==> src/rtl/gpr_wb_queue.sv <==
// rtl/gpr_wb_queue.sv - in-order writeback queue driving the GPR write port, with pending-write hazard detection
// Optional feature macro: WB_FORWARD_EN (forward youngest pending data on the decode read ports)
module gpr_wb_queue #(
    parameter int DEPTH = 4,
    parameter int CNT_W = 3
) (
    input  logic             clk,
    input  logic             reset,
    input  logic             req_valid,
    output logic             req_ready,
    input  logic [4:0]       req_rd,
    input  logic [31:0]      req_data,
    input  logic             req_ovf,
    input  logic             wb_en,
    input  logic             flush,
    output logic [4:0]       rw,
    output logic [31:0]      wd,
    output logic             regwrite,
    output logic             addi_overflow,
    input  logic [4:0]       chk_rs,
    input  logic [4:0]       chk_rt,
    output logic             hazard,
    output logic             fwd_a_hit,
    output logic [31:0]      fwd_a_data,
    output logic             fwd_b_hit,
    output logic [31:0]      fwd_b_data,
    output logic [CNT_W-1:0] count
);
    localparam int PTR_W = $clog2(DEPTH);

    typedef struct packed {
        logic [4:0]  rd;
        logic [31:0] data;
        logic        ovf;
    } entry_t;

    entry_t            mem_q [DEPTH];
    logic [PTR_W-1:0]  wr_ptr_q, rd_ptr_q;
    logic [CNT_W-1:0]  count_q, count_d;
    logic [4:0]        rw_q;
    logic [31:0]       wd_q;
    logic              regwrite_q, ovf_q;
    logic              accept, push, pop;
    logic              hit_a, hit_b;

    // An overflowing addi writes 1 into r30 regardless of its nominal rd.
    function automatic logic [4:0] eff_tgt(input logic ovf, input logic [4:0] rd);
        return ovf ? 5'd30 : rd;
    endfunction

    assign req_ready = !reset && !flush && (count_q < CNT_W'(DEPTH));
    assign accept    = req_valid && req_ready;
    assign push      = accept && ((req_rd != 5'd0) || req_ovf);
    assign pop       = wb_en && (count_q != '0) && !flush;

    always_comb begin
        count_d = count_q;
        if (push && !pop) begin
            count_d = count_q + 1'b1;
        end else if (pop && !push) begin
            count_d = count_q - 1'b1;
        end
    end

    always_ff @(posedge clk) begin
        if (reset) begin
            wr_ptr_q   <= '0;
            rd_ptr_q   <= '0;
            count_q    <= '0;
            rw_q       <= '0;
            wd_q       <= '0;
            regwrite_q <= 1'b0;
            ovf_q      <= 1'b0;
        end else if (flush) begin
            wr_ptr_q   <= '0;
            rd_ptr_q   <= '0;
            count_q    <= '0;
            regwrite_q <= 1'b0;
            ovf_q      <= 1'b0;
        end else begin
            if (push) begin
                mem_q[wr_ptr_q] <= '{rd: req_rd, data: req_data, ovf: req_ovf};
                wr_ptr_q        <= wr_ptr_q + 1'b1;
            end
            if (pop) begin
                rw_q       <= mem_q[rd_ptr_q].rd;
                wd_q       <= mem_q[rd_ptr_q].data;
                ovf_q      <= mem_q[rd_ptr_q].ovf;
                regwrite_q <= 1'b1;
                rd_ptr_q   <= rd_ptr_q + 1'b1;
            end else begin
                regwrite_q <= 1'b0;
                ovf_q      <= 1'b0;
            end
            count_q <= count_d;
        end
    end

    always_comb begin
        hit_a = 1'b0;
        hit_b = 1'b0;
        if (regwrite_q) begin
            if (chk_rs != 5'd0 && eff_tgt(ovf_q, rw_q) == chk_rs) hit_a = 1'b1;
            if (chk_rt != 5'd0 && eff_tgt(ovf_q, rw_q) == chk_rt) hit_b = 1'b1;
        end
        for (int j = 0; j < DEPTH; j++) begin
            if (CNT_W'(j) < count_q) begin
                if (chk_rs != 5'd0 &&
                    eff_tgt(mem_q[rd_ptr_q + PTR_W'(j)].ovf, mem_q[rd_ptr_q + PTR_W'(j)].rd) == chk_rs)
                    hit_a = 1'b1;
                if (chk_rt != 5'd0 &&
                    eff_tgt(mem_q[rd_ptr_q + PTR_W'(j)].ovf, mem_q[rd_ptr_q + PTR_W'(j)].rd) == chk_rt)
                    hit_b = 1'b1;
            end
        end
    end

    assign hazard        = !reset && (hit_a || hit_b);
    assign rw            = rw_q;
    assign wd            = wd_q;
    assign regwrite      = regwrite_q;
    assign addi_overflow = ovf_q;
    assign count         = count_q;

`ifdef WB_FORWARD_EN
    logic [31:0] fwd_a_d, fwd_b_d;

    // Scan oldest to youngest so the last match (youngest) wins.
    always_comb begin
        fwd_a_d = '0;
        fwd_b_d = '0;
        if (regwrite_q) begin
            if (chk_rs != 5'd0 && eff_tgt(ovf_q, rw_q) == chk_rs) fwd_a_d = ovf_q ? 32'h1 : wd_q;
            if (chk_rt != 5'd0 && eff_tgt(ovf_q, rw_q) == chk_rt) fwd_b_d = ovf_q ? 32'h1 : wd_q;
        end
        for (int j = 0; j < DEPTH; j++) begin
            if (CNT_W'(j) < count_q) begin
                if (chk_rs != 5'd0 &&
                    eff_tgt(mem_q[rd_ptr_q + PTR_W'(j)].ovf, mem_q[rd_ptr_q + PTR_W'(j)].rd) == chk_rs)
                    fwd_a_d = mem_q[rd_ptr_q + PTR_W'(j)].ovf ? 32'h1 : mem_q[rd_ptr_q + PTR_W'(j)].data;
                if (chk_rt != 5'd0 &&
                    eff_tgt(mem_q[rd_ptr_q + PTR_W'(j)].ovf, mem_q[rd_ptr_q + PTR_W'(j)].rd) == chk_rt)
                    fwd_b_d = mem_q[rd_ptr_q + PTR_W'(j)].ovf ? 32'h1 : mem_q[rd_ptr_q + PTR_W'(j)].data;
            end
        end
    end

    assign fwd_a_hit  = !reset && hit_a;
    assign fwd_b_hit  = !reset && hit_b;
    assign fwd_a_data = reset ? 32'h0 : fwd_a_d;
    assign fwd_b_data = reset ? 32'h0 : fwd_b_d;
`else
    assign fwd_a_hit  = 1'b0;
    assign fwd_b_hit  = 1'b0;
    assign fwd_a_data = 32'h0;
    assign fwd_b_data = 32'h0;
`endif

endmodule

==> config.mk <==
export PLATFORM = sky130hd
export DESIGN_NAME = gpr_wb_queue
export DESIGN_NICKNAME = d
export VERILOG_FILES = /design/src/rtl/gpr_wb_queue.sv
export SDC_FILE = /design/constraint.sdc
export NUM_CORES = 1
export LEC_CHECK = 0
export CORE_MARGIN = 10
export CORE_UTILIZATION = 45
export DETAILED_ROUTE_END_ITERATION = 10
export PLACE_DENSITY = 0.79
export SLEW_MARGIN = 20
export SYNTH_ARGS = -nofsm -noshare
export SYNTH_HDL_FRONTEND = slang
export SYNTH_SLANG_ARGS = --single-unit
==> constraint.sdc <==
create_clock -name clk -period 4 [get_ports clk]
set_clock_uncertainty 0.15 [all_clocks]
set_input_delay 0.8 -clock clk [delete_from_list [all_inputs] [get_ports clk]]
set_output_delay 0.8 -clock clk [all_outputs]
set_load 0.02 [all_outputs]
-- After elaboration in Yosys (flattened, before gate mapping)
Memories as Yosys holds them, arrays and structs flattened. A register that Yosys moved wholly into a read port is not among the register bits.
Index checks and enable logic that the tools add are counted.
- add/subtract/negate cells: 6
- multipliers: 0
- divide/modulo/power cells: 0
- magnitude comparators: 5
- equality and inequality tests: 10
- shifts and indexed selects: 0
- mux-type cells: 34
- bitwise logic cells: 2
- reductions and logical operators: 33
- operator list (operator ; number):
    $eq 5x5->1 ; 10
    $mux 1 ; 25
    $mux 5 ; 5
    $logic_and 1x1->1 ; 19
    $reduce_bool 5->1 ; 3
    $lt 1x3->1 const A ; 2
    $lt 2x3->1 const A ; 2
    $mux 3 ; 2
    $add 2x1->2 const B ; 2
    $add 2x2->2 const B ; 2
    $logic_not 1->1 ; 4
    $mux 2 ; 2
    $add 3x1->3 const B ; 1
    $lt 3x3->1 const B ; 1
    $reduce_bool 3->1 ; 1
    $reduce_or 3->1 ; 1
    $sub 3x1->3 const B ; 1
    $logic_or 1x1->1 ; 2
    $not 1->1 ; 2
    $reduce_and 2->1 ; 1
    $reduce_bool 2->1 ; 1
    $reduce_or 2->1 ; 1
- register bits after elaboration: 46
- bits in latches: 0
- bits in writable memories: 152
- memory bits (read-only): 0
- output and inout port bits: 110
- memories kept: 1
- memories (name ; words ; bits a word ; read ports ; clocked after Yosys merged registers in ; wr ports ; RTL line ; RTL):
    mem_q ; 4 ; 38 ; 4 ; 1 ; 1 ; 37 ; entry_t mem_q [DEPTH];

-- Depth between registers and ports, before layout
- depth after elaboration: 15
- gate-level depth with buffers: 12
- depth with buffers taken out: 11

-- Least setup slack after synthesis
OpenSTA, ideal clock, no wires.
- kind: input-to-reg
- start point: input flush
- end point: memory mem_q[1][0] (netlist name) (enable)
- library setup time: 0.399 ns
- arrival time: 3.030 ns
- path slack: 0.421 ns
- stages on the path: 6
- cell sequence: or2_2 clkbuf_1 nor2_1 o311a_1 clkbuf_1 and2_1
- longest elaborated chain between the ends: 9
- ends and longest elaborated chain (what ; RTL line ; RTL):
    from (decl) ; 15 ; input logic flush,
    $logic_not 1->1 ; 51 ; assign req_ready = !reset && !flush && (count_q < CNT_W'(DEPTH));
    $logic_and 1x1->1 (2 in series) ; 51 ;
    net req_ready ; 10 ; output logic req_ready,
    $logic_and 1x1->1 ; 52 ; assign accept = req_valid && req_ready;
    $logic_and 1x1->1 ; 53 ; assign push = accept && ((req_rd != 5'd0) || req_ovf);
    net push ; 43 ; logic accept, push, pop;
    $mux 1 ; 81 ; if (push) begin
    $mux 1 ; 74 ; end else if (flush) begin
    $mux 1 ; 66 ; if (reset) begin
    $mux 1 (implied by the code) ; 82 ; mem_q[wr_ptr_q] <= '{rd: req_rd, data: req_data, ovf: req_ovf};
    to (decl) ; 37 ;
The timed path passes the listed nets, and every way through them passes these cells.

==> reports/summary.txt <==
Multi-input gate area = 3200 um^2
Req. time, crit path = 3050 ps
Async set or reset register ratio after synthesis = 0
Outcome = complete, no violations
Vias = 5419
Final ANT Viol Nets = 0
Drt initial violations = 376
Worst slew margin = 0.533
Layout area overhead = 19.4%
Synth area leader = edfxtp_1
Hold_ws = 304 ps
Clk slew on worst S/H paths = 70 ps
Largest net degree at the start of global routing = 39
Comb pwr share = 0.074
Crit path DAT = 2860 ps
DRT Pass-1 Iters = 4
Drt total wl = 20400 um
Mapped cell area = 9250 um^2
Total track usage = 0.152
Slew Viols, Final = 0
Non-Filler Instances = 1056
Placer congestion estimate = 0.937
Switching pwr = 1.02 mW
Clock root cell = clkbuf_16
F_max = 0.262 GHz
CTS tree = built
Worst vdd ir = 0.388 mV
Clock Latency Late Sink = 430 ps
Reg2Reg Depth = 9
Inst Count DP = 1021
Clock Sinks = 200
Fill cells = 1644
Reg2reg setup slack = 1640 ps
Crit Path Max Fanout = 5
Buffers on Ports = 96
Top cell type's share of synthesized area = 0.494
First-pass GRT wire length = 31500 um
Via-per-instance ratio = 5.13
Tot Pwr = 4.37 mW
P per Cell Area = 395 nW/um^2
CTS H-tree lvls = 4
Final instance area = 11000 um^2
Yosys warns = 0
Pint = 3.35 mW
Postcts setup bufs = 0
Vias in the first global route = 5642
# rows = 52
Fin. Hold Viols = 0
Die Area = 26700 um^2
DIE WIDTH = 163 um
Setup TNS Final = 0 ps
Min-delay worst type = reg -> reg
Critical path endpoint category = output pin
Sequential cell area = 5530 um^2
Clock Path Buffers = 2
CTS Hold Buffers Added = 0
Detail Placement HPWL = 14200 um
Share of cells above drive strength 1 = 0.181
Initial antenna violation count = 3
Area contributors post-synth = edfxtp_1, mux4_2, dfxtp_1
Netlist cell types = 52
Hold Path Stages = 2
Global route overflow = 0
Core area = 20200 um^2
Final routed DRC violation total = 0
Switching Share = 0.233
Ys flop type = edfxtp_1
Nets@finish = 832
Clock power frac = 0.407
Avg Cell Area, Syn = 14.1 um^2
Static leakage = 3.67 nW
Least-Margin Pin Slew = 694 ps
Num CTS Buffers = 17
Endpoints failing setup = 0
Cells after synthesis = 655
MaxCap Viol Count = 0
# IOs = 163
Number of synthesized flops with an enable pin = 152
Critical Path Start Type = flop
Unrepaired setup endpoints after global routing = no
Seq cells post-synth = 200
Area of placed instances = 10400 um^2
Initial core utilization = 0.457
Final period util = 0.953
Die height = 163 um
Post-synthesis sequential area ratio = 0.598
Tmin final = 3810 ps
Wire length per cell = 19.3 um
Worst Setup Path Type = reg -> out
# resized after CTS = 5
Seq pwr share = 0.518
## registers in the layout, indices dropped and copies added (netlist names), named ones only
signal,cells
mem_q,152
wd,32
rw,5
count,3
rd_ptr_q,2
wr_ptr_q,2
addi_overflow,1
regwrite,1
## cell usage in the layout, fill, tap and decap left out, types with 5 or more instances in the layout
cell type / instances
a21oi_1: 45
nand2_1: 80
clkdlybuf4s50_1: 94
buf_12: 5
clkbuf_16: 17
xnor2_1: 26
conb_1: 66
buf_4: 32
nor2_1: 36
edfxtp_1: 152
o21ai_0: 6
and2_2: 5
dfxtp_1: 46
xor2_1: 20
nor4_1: 6
mux4_2: 55
inv_1: 10
ha_1: 9
## kinds of logic (layout without fill, tap and decap cells)
| kind of cell | Yosys count | count (layout) | share of synthesized area |
|---|---|---|---|
| other | 1 | 69 | 0.000406 |
| flip-flops | 200 | 200 | 0.598 |
| multiplexers | 62 | 62 | 0.144 |
| XOR/XNOR | 46 | 46 | 0.0436 |
| adder cells (fa/ha/maj) | 9 | 9 | 0.0122 |
| buffers and inverters | 113 | 176 | 0.0834 |
| AO/OA/AOI/OAI | 71 | 71 | 0.0460 |
| AND/OR/NAND/NOR | 153 | 153 | 0.0728 |
## worst paths after layout
| check | startpoint | to |
|---|---|---|
| worst min register to register | wd[13] | wd[13] |
| worst max register to register | count[0] | count[2] |
| worst min-delay path | wd[13] | wd[13] |
| worst max-delay path | flop | hazard |
## synth_stat cells (8+ instances only)
| cell type | n |
|---|---|
| edfxtp_1 | 152 |
| clkbuf_8 | 8 |
| xnor2_1 | 26 |
| ha_1 | 9 |
| dfxtp_1 | 48 |
| nand2_1 | 80 |
| inv_1 | 10 |
| a21oi_1 | 45 |
| clkbuf_1 | 17 |
| xor2_1 | 20 |
| buf_4 | 67 |
| mux4_2 | 54 |
| nor2_1 | 37 |
## power groups by stage
| stage | logic, mW | registers (mW) | clock network, mW |
|---|---|---|---|
| after floorplan | 0.233 | 2.32 | 0 |
| after global placement | 0.318 | 2.31 | 0 |
| after detailed placement | 0.323 | 2.31 | 0 |
| after CTS | 0.324 | 2.26 | 1.81 |
| after global routing | 0.352 | 2.27 | 1.90 |
| final | 0.325 | 2.26 | 1.78 |
## cell type report
class                   count  area share
multi-input cells         407       0.290
repair buffers            133       0.117
clock buffers              17      0.0385
well taps                 270      0.0306
clock inverters            15      0.0187
diodes                      3    0.000680
flip-flops and latches    200       0.501
inverters                  11     0.00374
## critical path, cell delays in order, from the launching register on
cell       delay [ps]
dfxtp_4           400
mux4_2            560
xor2_1            160
o32a_1            320
o22a_1            210
a2111oi_2         290
nor4_1            120
o32ai_1           140
buf_2             220
## stage by stage
stage | setup WS [ps] | util
3_3_place_gp | -122 | 0.514
5_1_grt | 14.7 | 0.545
3_5_place_dp | -112 | 0.514
6_report | 186 | 0.546
2_1_floorplan | 421 | -
4_1_cts | 32.6 | 0.546
## metal layers
metal	part of all wire	vias up	routed length (um)	GRT usage
met3	0.083	19	1700	0.0451
met1	0.40	2702	8140	0.178
met2	0.50	185	10300	0.262
met4	0.013	0	269	0.0516
met5	0	-	0	0
li1	-	2513	-	-
Power figures use the tool's default switching activity.
